$ cat src/rtl/ptp_tod_wb_if.sv
// Wishbone classic bus bundle between the SoC master and the time-of-day slave.
interface ptp_tod_wb_if;
  logic [31:0] wbs_adr_i;
  logic [31:0] wbs_dat_i;
  logic [31:0] wbs_dat_o;
  logic        wbs_we_i;
  logic [3:0]  wbs_sel_i;
  logic        wbs_stb_i;
  logic        wbs_cyc_i;
  logic        wbs_ack_o;

  modport master (
    output wbs_adr_i, wbs_dat_i, wbs_we_i, wbs_sel_i, wbs_stb_i, wbs_cyc_i,
    input  wbs_dat_o, wbs_ack_o
  );

  modport slave (
    input  wbs_adr_i, wbs_dat_i, wbs_we_i, wbs_sel_i, wbs_stb_i, wbs_cyc_i,
    output wbs_dat_o, wbs_ack_o
  );
endinterface

$ cat src/rtl/ptp_tod_wb.sv
// PTP time-of-day counter (48-bit seconds, 30-bit ns, 24-bit fractional ns)
// behind a Wishbone classic slave. Firmware loads, trims and snapshots time;
// the live ToD and a 1PPS pulse go straight to the MAC timestamp logic.
module ptp_tod_wb #(
  parameter logic [31:0] DEFAULT_INC = 32'h5355_5555,
  parameter int          NS_PER_SEC  = 1_000_000_000,
  parameter logic        ENABLE_RST  = 1'b1
) (
  input  logic        clock_main,
  input  logic        rst,
  ptp_tod_wb_if.slave wb,
  output logic [47:0] tod_sec,
  output logic [29:0] tod_ns,
  output logic        pps
);

  typedef enum logic [3:0] {
    A_CTRL        = 4'h0,
    A_INC         = 4'h1,
    A_ADJ         = 4'h2,
    A_LD_NS       = 4'h3,
    A_LD_SEC_LO   = 4'h4,
    A_LD_SEC_HI   = 4'h5,
    A_SNAP_NS     = 4'h6,
    A_SNAP_SEC_LO = 4'h7,
    A_SNAP_SEC_HI = 4'h8
  } reg_addr_e;

  localparam logic        [30:0] NS_LIMIT   = 31'(NS_PER_SEC);
  localparam logic signed [33:0] NS_LIMIT_S = 34'(NS_PER_SEC);

  // Programmable registers
  logic        enable;
  logic [31:0] inc_q;
  logic [31:0] adj_q;
  logic [29:0] ld_ns;
  logic [31:0] ld_sec_lo;
  logic [15:0] ld_sec_hi;
  logic [47:0] snap_sec;
  logic [23:0] frac;

  // Bus decode
  reg_addr_e   adr_sel;
  logic        accept;
  logic        wr_en;
  logic        rd_en;
  logic        ctrl_wr;
  logic        load_go;
  logic        adjust_go;
  logic [31:0] rd_data;
  logic [31:0] wr_merged;
  logic        unused_adr_bits;

  // Counter next state
  logic [24:0]        frac_sum;
  logic [30:0]        ns_inc;
  logic [30:0]        adj_base;
  logic signed [33:0] adj_t;
  logic [29:0]        ns_nxt;
  logic [47:0]        sec_nxt;
  logic [23:0]        frac_nxt;
  logic               pps_nxt;

  assign adr_sel         = reg_addr_e'(wb.wbs_adr_i[5:2]);
  assign unused_adr_bits = ^{wb.wbs_adr_i[31:6], wb.wbs_adr_i[1:0]};

  // The accept edge is the one on which ack rises; ack can never repeat.
  assign accept    = wb.wbs_stb_i & wb.wbs_cyc_i & ~wb.wbs_ack_o;
  assign wr_en     = accept & wb.wbs_we_i;
  assign rd_en     = accept & ~wb.wbs_we_i;
  assign ctrl_wr   = wr_en & (adr_sel == A_CTRL) & wb.wbs_sel_i[0];
  assign load_go   = ctrl_wr & wb.wbs_dat_i[1];
  // Load and adjust together: load wins and the adjust is dropped.
  assign adjust_go = ctrl_wr & wb.wbs_dat_i[2] & ~wb.wbs_dat_i[1];

  function automatic logic [31:0] merge_lanes(input logic [31:0] old_v,
                                              input logic [31:0] new_v,
                                              input logic [3:0]  sel);
    logic [31:0] res;
    for (int i = 0; i < 4; i++) begin
      res[8*i +: 8] = sel[i] ? new_v[8*i +: 8] : old_v[8*i +: 8];
    end
    return res;
  endfunction

  // Read mux; also supplies the current contents for byte-lane merging.
  // NOTE: every always_comb output gets a default first so no path can infer a latch.
  always_comb begin
    rd_data = '0;
    case (adr_sel)
      A_CTRL:        rd_data = {31'h0, enable};
      A_INC:         rd_data = inc_q;
      A_ADJ:         rd_data = adj_q;
      A_LD_NS:       rd_data = {2'b00, ld_ns};
      A_LD_SEC_LO:   rd_data = ld_sec_lo;
      A_LD_SEC_HI:   rd_data = {16'h0, ld_sec_hi};
      A_SNAP_NS:     rd_data = {2'b00, tod_ns};
      A_SNAP_SEC_LO: rd_data = snap_sec[31:0];
      A_SNAP_SEC_HI: rd_data = {16'h0, snap_sec[47:32]};
      default:       rd_data = '0;
    endcase
  end

  assign wr_merged = merge_lanes(rd_data, wb.wbs_dat_i, wb.wbs_sel_i);

  // Bus handshake, register writes and seconds snapshot on the accept edge.
  // NOTE: sequential state uses non-blocking assignments so every flop samples pre-edge values.
  always_ff @(posedge clock_main) begin
    if (rst) begin
      wb.wbs_ack_o <= 1'b0;
      wb.wbs_dat_o <= '0;
      enable       <= ENABLE_RST;
      inc_q        <= DEFAULT_INC;
      adj_q        <= '0;
      ld_ns        <= '0;
      ld_sec_lo    <= '0;
      ld_sec_hi    <= '0;
      snap_sec     <= '0;
    end else begin
      wb.wbs_ack_o <= accept;
      // Reading SNAP_NS captures live ns here and live sec in snap_sec, so
      // the read data register itself holds the coherent ns half.
      wb.wbs_dat_o <= rd_en ? rd_data : '0;
      if (rd_en && adr_sel == A_SNAP_NS) begin
        snap_sec <= tod_sec;
      end
      if (wr_en) begin
        case (adr_sel)
          A_CTRL:      if (wb.wbs_sel_i[0]) enable <= wb.wbs_dat_i[0];
          A_INC:       inc_q     <= wr_merged;
          A_ADJ:       adj_q     <= wr_merged;
          A_LD_NS:     ld_ns     <= wr_merged[29:0];
          A_LD_SEC_LO: ld_sec_lo <= wr_merged;
          A_LD_SEC_HI: ld_sec_hi <= wr_merged[15:0];
          default:     ;
        endcase
      end
    end
  end

  // Counter next state: load, then adjust, then free-running increment.
  always_comb begin
    frac_sum = {1'b0, frac} + {1'b0, inc_q[23:0]};
    ns_inc   = {1'b0, tod_ns} + {23'h0, inc_q[31:24]} + {30'h0, frac_sum[24]};
    adj_base = enable ? ns_inc : {1'b0, tod_ns};
    adj_t    = $signed({3'b000, adj_base}) + $signed({{2{adj_q[31]}}, adj_q});

    ns_nxt   = tod_ns;
    sec_nxt  = tod_sec;
    frac_nxt = frac;
    pps_nxt  = 1'b0;

    if (load_go) begin
      ns_nxt   = ld_ns;
      sec_nxt  = {ld_sec_hi, ld_sec_lo};
      frac_nxt = '0;
    end else if (adjust_go) begin
      if (enable) frac_nxt = frac_sum[23:0];
      if (adj_t[33]) begin
        ns_nxt  = 30'(adj_t + NS_LIMIT_S);
        sec_nxt = tod_sec - 48'd1;
      end else if (adj_t >= NS_LIMIT_S) begin
        ns_nxt  = 30'(adj_t - NS_LIMIT_S);
        sec_nxt = tod_sec + 48'd1;
        pps_nxt = 1'b1;
      end else begin
        ns_nxt  = adj_t[29:0];
      end
    end else if (enable) begin
      frac_nxt = frac_sum[23:0];
      if (ns_inc >= NS_LIMIT) begin
        ns_nxt  = 30'(ns_inc - NS_LIMIT);
        sec_nxt = tod_sec + 48'd1;
        pps_nxt = 1'b1;
      end else begin
        ns_nxt  = ns_inc[29:0];
      end
    end
  end

  // Time-of-day registers drive the outputs directly; pps marks each +1 second step.
  always_ff @(posedge clock_main) begin
    if (rst) begin
      tod_ns  <= '0;
      tod_sec <= '0;
      frac    <= '0;
      pps     <= 1'b0;
    end else begin
      tod_ns  <= ns_nxt;
      tod_sec <= sec_nxt;
      frac    <= frac_nxt;
      pps     <= pps_nxt;
    end
  end

endmodule

$ cat src/flat_wrapper.sv
// flat-port wrapper written by rule: the top's interface ports become plain ports
module ptp_tod_wb_flat 
#(
  parameter logic [31:0] DEFAULT_INC = 32'h5355_5555,
  parameter int          NS_PER_SEC  = 1_000_000_000,
  parameter logic        ENABLE_RST  = 1'b1
)
  (clock_main, rst, tod_sec, tod_ns, pps, wb_wbs_adr_i, wb_wbs_dat_i, wb_wbs_we_i, wb_wbs_sel_i, wb_wbs_stb_i, wb_wbs_cyc_i, wb_wbs_dat_o, wb_wbs_ack_o);
  ptp_tod_wb_if wb_i ();
  input  logic clock_main;
  input  logic rst;
  output logic [47:0] tod_sec;
  output logic [29:0] tod_ns;
  output logic pps;
  input wire logic [$bits(wb_i.wbs_adr_i)-1:0] wb_wbs_adr_i;
  input wire logic [$bits(wb_i.wbs_dat_i)-1:0] wb_wbs_dat_i;
  input wire logic [$bits(wb_i.wbs_we_i)-1:0] wb_wbs_we_i;
  input wire logic [$bits(wb_i.wbs_sel_i)-1:0] wb_wbs_sel_i;
  input wire logic [$bits(wb_i.wbs_stb_i)-1:0] wb_wbs_stb_i;
  input wire logic [$bits(wb_i.wbs_cyc_i)-1:0] wb_wbs_cyc_i;
  output wire logic [$bits(wb_i.wbs_dat_o)-1:0] wb_wbs_dat_o;
  output wire logic [$bits(wb_i.wbs_ack_o)-1:0] wb_wbs_ack_o;
  assign wb_i.wbs_adr_i = wb_wbs_adr_i;
  assign wb_i.wbs_dat_i = wb_wbs_dat_i;
  assign wb_i.wbs_we_i = wb_wbs_we_i;
  assign wb_i.wbs_sel_i = wb_wbs_sel_i;
  assign wb_i.wbs_stb_i = wb_wbs_stb_i;
  assign wb_i.wbs_cyc_i = wb_wbs_cyc_i;
  assign wb_wbs_dat_o = wb_i.wbs_dat_o;
  assign wb_wbs_ack_o = wb_i.wbs_ack_o;
  ptp_tod_wb #(.DEFAULT_INC(DEFAULT_INC), .NS_PER_SEC(NS_PER_SEC), .ENABLE_RST(ENABLE_RST)) u_core (.clock_main(clock_main), .rst(rst), .wb(wb_i), .tod_sec(tod_sec), .tod_ns(tod_ns), .pps(pps));
endmodule
$ cat config.mk
export PLATFORM = sky130hd
export DESIGN_NAME = ptp_tod_wb_flat
export DESIGN_NICKNAME = d
export VERILOG_FILES = /design/src/rtl/ptp_tod_wb_if.sv /design/src/rtl/ptp_tod_wb.sv /design/src/flat_wrapper.sv
export SDC_FILE = /design/constraint.sdc
export NUM_CORES = 1
export LEC_CHECK = 0
export CORE_MARGIN = 2
export CORE_UTILIZATION = 30
export DETAILED_ROUTE_END_ITERATION = 7
export PLACE_DENSITY = 0.44
export SLEW_MARGIN = 10
export SYNTH_ARGS = -nofsm -noshare
export SYNTH_HDL_FRONTEND = slang
export SYNTH_SLANG_ARGS = --single-unit
$ cat constraint.sdc
create_clock -name clock_main -period 10 [get_ports clock_main]
set_input_delay 2 -clock clock_main [delete_from_list [all_inputs] [get_ports clock_main]]
set_output_delay 2 -clock clock_main [all_outputs]
set_load 0.03 [all_outputs]
# ---- After elaboration in Yosys (flattened, before gate mapping)
# Index checks and enable logic that the tools add are counted.
dict set report classes {
  addsub 9
  order_cmp 2
  n_eq_ne 9
  n_mux 23
  n_bitwise 13
  n_reduce_logical 13
}
# cell count
set op_table {}
lappend op_table {{$mux 48} 6}
lappend op_table {{$pmux 32 s9} 1}
lappend op_table {{$mux 30} 6}
lappend op_table {{$add 48x1->48 const B} 1}
lappend op_table {{$sub 48x1->48 const B} 1}
lappend op_table {{$add 32x32->33} 1}
lappend op_table {{$ge 33x31->1 const B} 1}
lappend op_table {{$mux 8} 4}
lappend op_table {{$add 30x8->31} 1}
lappend op_table {{$add 31x1->31} 1}
lappend op_table {{$ge 31x30->1 const B} 1}
lappend op_table {{$mux 31} 1}
lappend op_table {{$add 30x28->30 const B} 1}
lappend op_table {{$sub 30x28->30 const B} 1}
lappend op_table {{$sub 30x30->30 const B} 1}
lappend op_table {{$add 24x24->25} 1}
lappend op_table {{$eq 4x3->1 const B} 4}
lappend op_table {{$reduce_and 2->1} 5}
lappend op_table {{$and 1x1->1} 9}
lappend op_table {{$eq 4x2->1 const B} 2}
lappend op_table {{$reduce_and 3->1} 2}
lappend op_table {{$reduce_bool 3->1} 2}
lappend op_table {{$mux 1} 5}
lappend op_table {{$eq 4x1->1 const B} 1}
lappend op_table {{other kinds (6)} 10}
dict set report totals {
  reg_bits 327
  in_bits 73
  output_inout_bits 112
  wordCells 82
}

# ---- Logic depth before layout (Yosys ltp)
dict set report logic_depth {
  depth_word 9
  depth_mapped 43
  depth_no_buf 41
}

# ---- Worst setup path after synthesis
# Ideal clock, no wire load.
dict set report synth_timing {
  path_type {register to register}
  startpoint {register u_core.frac[0]}
  endpoint {register u_core.tod_ns[18]}
  setup_ns 0.122
  t_arrival_ns 8.970
  required_ns 9.878
  setup_slack_ns 0.908
  path_stages_with_launch 44
  path_buffers 2
  period_less_slack_ns 9.092
  cell_sequence {dfxtp_1 ha_1 fa_1 a21o_1 a21oi_1 o21bai_1 a21oi_1 o21bai_1 a211oi_1 o31a_1 o21ai_0 o221ai_1 o211a_1 o21ai_0 fa_1 fa_1 a21o_1 a21oi_1 (+8 left out) nor3_1 xnor2_1 inv_1 ha_1 nand2b_1 nor2_1 mux2_2 nor3_1 nand4_1 a311oi_2 o311ai_2 a21oi_2 o22ai_2 or2_1 buf_2 and4_1 o31a_1 a311o_1}
}
dict set report synth_between {
  elab_chain_cells 9
  word_cells_on_any_way 15
  cone_classes {6 x add/sub; 2 x order compare; 7 x mux}
}
# item line
set synth_rtl {}
lappend synth_rtl {{start: declaration} ptp_tod_wb.sv:40} ;# logic [23:0] frac;
lappend synth_rtl {{start signal: assignment} ptp_tod_wb.sv:191} ;# frac <= frac_nxt;
lappend synth_rtl {{$add 24x24->25 *} ptp_tod_wb.sv:143} ;# frac_sum = {1'b0, frac} + {1'b0, inc_q[23:0]};
lappend synth_rtl {{$add 31x1->31 *} ptp_tod_wb.sv:144} ;# ns_inc = {1'b0, tod_ns} + {23'h0, inc_q[31:24]} + {30'h0, frac_sum[24]};
lappend synth_rtl {{$mux 31} ptp_tod_wb.sv:145} ;# adj_base = enable ? ns_inc : {1'b0, tod_ns};
lappend synth_rtl {{$add 32x32->33} ptp_tod_wb.sv:146} ;# adj_t = $signed({3'b000, adj_base}) + $signed({{2{adj_q[31]}}, adj_q});
lappend synth_rtl {{$sub 30x28->30 or $ge 33x31->1 (tied branches)} {ptp_tod_wb.sv:163, ptp_tod_wb.sv:162}}
lappend synth_rtl {{$mux 30} ptp_tod_wb.sv:162} ;# end else if (adj_t >= NS_LIMIT_S) begin
lappend synth_rtl {{$mux 30} ptp_tod_wb.sv:159} ;# if (adj_t[33]) begin
lappend synth_rtl {{$mux 30 *} ptp_tod_wb.sv:157} ;# end else if (adjust_go) begin
lappend synth_rtl {{$mux 30 *} ptp_tod_wb.sv:153} ;# if (load_go) begin
lappend synth_rtl {{end signal: assignment} ptp_tod_wb.sv:189} ;# tod_ns <= ns_nxt;
lappend synth_rtl {{end: declaration} ptp_tod_wb.sv:13} ;# output logic [29:0] tod_ns,
# Mark *: on every way between the ends. The rest lies on a longest branch, timed or not. The select of a mux whose other input is x is not followed.
# A chain may end at the register's enable or synchronous reset.

# ---- Worst setup path in the final report
dict set report layout_timing {
  startpoint {register u_core.inc_q[0]}
  endpoint {register u_core.tod_ns[16]}
}
dict set report layout_between {
  elab_chain_cells 9
  word_cells_on_any_way 15
  cone_classes {6 x add/sub; 2 x order compare; 7 x mux}
}
# item line
set layout_rtl {}
lappend layout_rtl {{start: declaration} ptp_tod_wb.sv:34} ;# logic [31:0] inc_q;
lappend layout_rtl {{start signal: assignment} ptp_tod_wb.sv:130} ;# A_INC: inc_q <= wr_merged;
lappend layout_rtl {{$add 24x24->25 *} ptp_tod_wb.sv:143}
lappend layout_rtl {{$add 31x1->31 *} ptp_tod_wb.sv:144}
lappend layout_rtl {{$mux 31} ptp_tod_wb.sv:145}
lappend layout_rtl {{$add 32x32->33} ptp_tod_wb.sv:146}
lappend layout_rtl {{$sub 30x28->30 or $ge 33x31->1 (tied branches)} {ptp_tod_wb.sv:163, ptp_tod_wb.sv:162}}
lappend layout_rtl {{$mux 30} ptp_tod_wb.sv:162}
lappend layout_rtl {{$mux 30} ptp_tod_wb.sv:159}
lappend layout_rtl {{$mux 30 *} ptp_tod_wb.sv:157}
lappend layout_rtl {{$mux 30 *} ptp_tod_wb.sv:153}
# Marks and branches as above.

==> metrics.txt <==
Sink Count 327; Least-Margin Pin Slew 1.05 ns; total CTS buffers 39; Post-DP Area 0.0248 mm^2; worst hold endpoint u_core.snap_sec[41]; dpl hpwl 73,700 um; drt pass-1 iters 6; met1 usage 35.4%; CTS tree yes; first-pass GRT wire length 145,000 um; Total Nets Final 3,228; post-layout min period 9.56 ns; Post-Syn Nets 3,063; power density cells 140 mW/mm^2; CTS Buffer Depth 3; DRC violations left 0; htree depth 2; DIE HEIGHT 271 um; CP max-delay cell fa_1; Max IR drop VDD 0.0964 mV; CP required 10.45 ns; grt peak-use layer met2; critical path's largest stage delay 0.40 ns; crit end category flip-flop; final worst path period share 95.6%; WHS Path Cells 2; CP Max Fanout 6; die area 0.0732 mm^2; met2 GRT Util 43.1%; Top delay family on crit path compound AO/OA/AOI/OAI gates; hold_sp u_core.snap_sec[41]; initial core utilization 30.4%; outcome finished, final reports clean; worst path bufs/invs 8; critical path type reg2reg; buffers added on ports 156; Final Max Slew Viols 0; asr flop ratio synth 0%; Congestion Overflow GR 0; GRT Util Overall 25.9%; layout cell share with drive strength beyond 1 11.4%; boundary pin count 185; Hold Worst Slack 0.468 ns; Post-synth EDFFs 0; worst reg-to-reg setup slack 0.44 ns; FF-to-FF path depth 48; CTS Hold Bufs 0; post-route cell area 0.0262 mm^2; nature of the critical path startpoint flip-flop; Detailed Route WL 98,800 um; vias in the first global route 21,700; Reg clk slew, reported paths 0.06 ns; Cell Area, Synth 0.0213 mm^2; remaining antenna violation count after routing 0; CP arrival 10.01 ns; First DRT Iteration DRCs 2,150; core area 0.0701 mm^2; Syn. warnings 0; leakage 9.35 nW; Clk Latency, worst-skew pair 0.58 ns; Placer Congestion 0.943; clock skew 0.0236 ns; max_cap viols 0; Slew headroom 27.8%; Tightest Hold Check Type reg2reg; mean area per synthesized cell 7.30 um^2; largest net degree at the start of global routing 89; Die X 271 um; #FFs+latches synth 327; Layout area overhead 23.0%; most used cell, CP buf_4; dominant synthesized flop cell dfxtp_1; RR Startpoint u_core.inc_q[0]; vias 23,000; # setup viols final 0; clock root buffer clkbuf_16; DR WL/cell 24.4 um; row cnt 97; number of distinct library cells after synthesis 91; met3 usage 2.81%; vias per cell 5.68; sequential area share after synthesis 30.7%; reg2reg end u_core.tod_ns[16]; cells after synthesis 2,919; Final Hold Vio Count 0; Fmax 0.105 GHz; initial antenna violation count 1
## placed cells by master, fill, tap and decap left out, types with 32 or more instances in the layout
cell | synthesis | routed
a211oi_1 | 47 | 46
a21oi_1 | 313 | 309
a22oi_1 | 86 | 86
a31oi_1 | 41 | 40
and2_1 | 40 | 38
buf_4 | 0 | 166
clkbuf_16 | 0 | 40
clkdlybuf4s50_1 | 0 | 155
dfxtp_1 | 327 | 326
ha_1 | 67 | 65
inv_1 | 45 | 45
mux2_2 | 34 | 34
mux2i_1 | 33 | 32
nand2_1 | 585 | 584
nand3_1 | 96 | 96
nor2_1 | 238 | 232
nor3_1 | 67 | 60
o21ai_0 | 98 | 96
o31ai_1 | 48 | 48
xnor2_1 | 83 | 83
xor2_1 | 34 | 34
## repair_timing
action | in CTS | in global routing
setup buffers | 1 | 5
pin swaps | 2 | 12
resized for setup | 2 | 22
setup endpoints to repair | 37 | 70
## metal layers
| metal | wire (um) | part of all wire [%] | vias to the layer above |
|---|---|---|---|
| li1 | - | - | 10900 |
| met1 | 44600 | 45 | 11200 |
| met2 | 45800 | 46 | 805 |
| met3 | 5670 | 5.7 | 134 |
| met4 | 2590 | 2.6 | 2 |
| met5 | 13 | 0.013 | - |
## how the worst max path moves through the flow
stage	start	end	slack [ns]	depth (start not counted)
final	u_core.inc_q[0]	u_core.tod_ns[16]	0.44	48
after global routing	u_core.inc_q[0]	u_core.tod_ns[26]	-0.02	48
after CTS	u_core.inc_q[0]	u_core.tod_ns[16]	0.03	45
after detailed placement	u_core.inc_q[0]	u_core.tod_ns[20]	0.04	45
after global placement	u_core.inc_q[0]	u_core.tod_sec[2]	0.1	47
after floorplan	u_core.frac[0]	u_core.tod_ns[18]	0.91	43
## cell usage after synthesis, types with 10 or more instances
cell,count,share of area (%)
mux2i_1,33,1.5
o211ai_1,21,0.74
a31oi_1,41,1.2
nand3_1,96,2.3
or2_2,18,0.53
mux2_2,34,1.8
nor4_1,22,0.65
nor2_1,238,4.2
o21ai_0,98,2.3
nor3_1,67,1.6
a21o_1,26,0.92
ha_1,67,3.9
a21oi_1,313,7.3
or3_1,19,0.56
nand4_1,29,0.85
o31ai_1,48,1.7
nand2_1,585,10
and4_1,16,0.66
clkbuf_1,183,3.2
a22o_1,14,0.58
inv_1,45,0.79
xor2_1,34,1.4
a211oi_1,47,1.7
buf_2,11,0.26
o22ai_1,23,0.68
dfxtp_1,327,31
nand2b_1,13,0.38
xnor2_1,83,3.4
and2_1,40,1.2
buf_1,14,0.25
a22oi_1,86,3.0
o31a_1,12,0.49
a221oi_1,19,0.78
a311oi_1,10,0.41
and3_1,29,0.85
o21a_1,17,0.60
## worst reg2reg max path, delay by kind of cell (launching register included)
family,cells,cell delay [ns]
compound gates,21,3.60
xor+xnor,3,0.50
mux,2,0.58
flops,1,0.35
simple gates,8,1.30
fa+ha+maj,6,1.90
buf+inv,8,1.19
## where the power goes
part	leakage [nW]	switching [mW]	internal [mW]
Clock	0.651	0.620	0.883
Sequential	2.64	0.0648	1.35
Combinational	6.06	0.439	0.327
## stage by stage
stage	worst slack, ns	util, %	instances	power, mW	setup TNS, ns
floorplan	0.908	-	2919	1.88	0
detailed placement	0.0417	35.3	3977	2.18	0
CTS	0.0258	37.2	4047	3.69	0
global placement	0.0950	35.3	3977	2.16	0
finish	0.441	37.4	4053	3.68	0
global route	-0.0195	37.4	4052	3.83	-0.0264
## flip-flops by register name (all words and copies together) (netlist names), 16 cells and up
signal               cells
u_core.tod_ns           30
u_core.frac             24
u_core.wb.wbs_dat_o     32
u_core.snap_sec         48
u_core.adj_q            32
u_core.inc_q            32
u_core.tod_sec          48
u_core.ld_sec_hi        16
u_core.ld_ns            30
u_core.ld_sec_lo        32
## kinds of logic (layout without fill, tap and decap cells)
logic type	count (synthesis)	in the layout	synth area share (%)
buf+inv	254	447	4.54
simple gates	1205	1205	25.2
fa+ha+maj	71	71	4.31
mux	67	67	3.35
other cells	0	1	0
xor+xnor	117	117	4.81
compound gates	878	878	27.1
flops	327	327	30.7
## layout make-up
| class | count | area (um^2) |
|---|---|---|
| repair buffers | 332 | 3000 |
| diodes | 1 | 2.50 |
| flip-flops and latches | 327 | 6550 |
| inverters | 46 | 173 |
| fillers | 7469 | 43900 |
| clock inverters | 17 | 206 |
| well taps | 940 | 1180 |
| multi-input cells | 2338 | 14000 |
| clock buffers | 52 | 1110 |
Power figures use the tool's default switching activity.
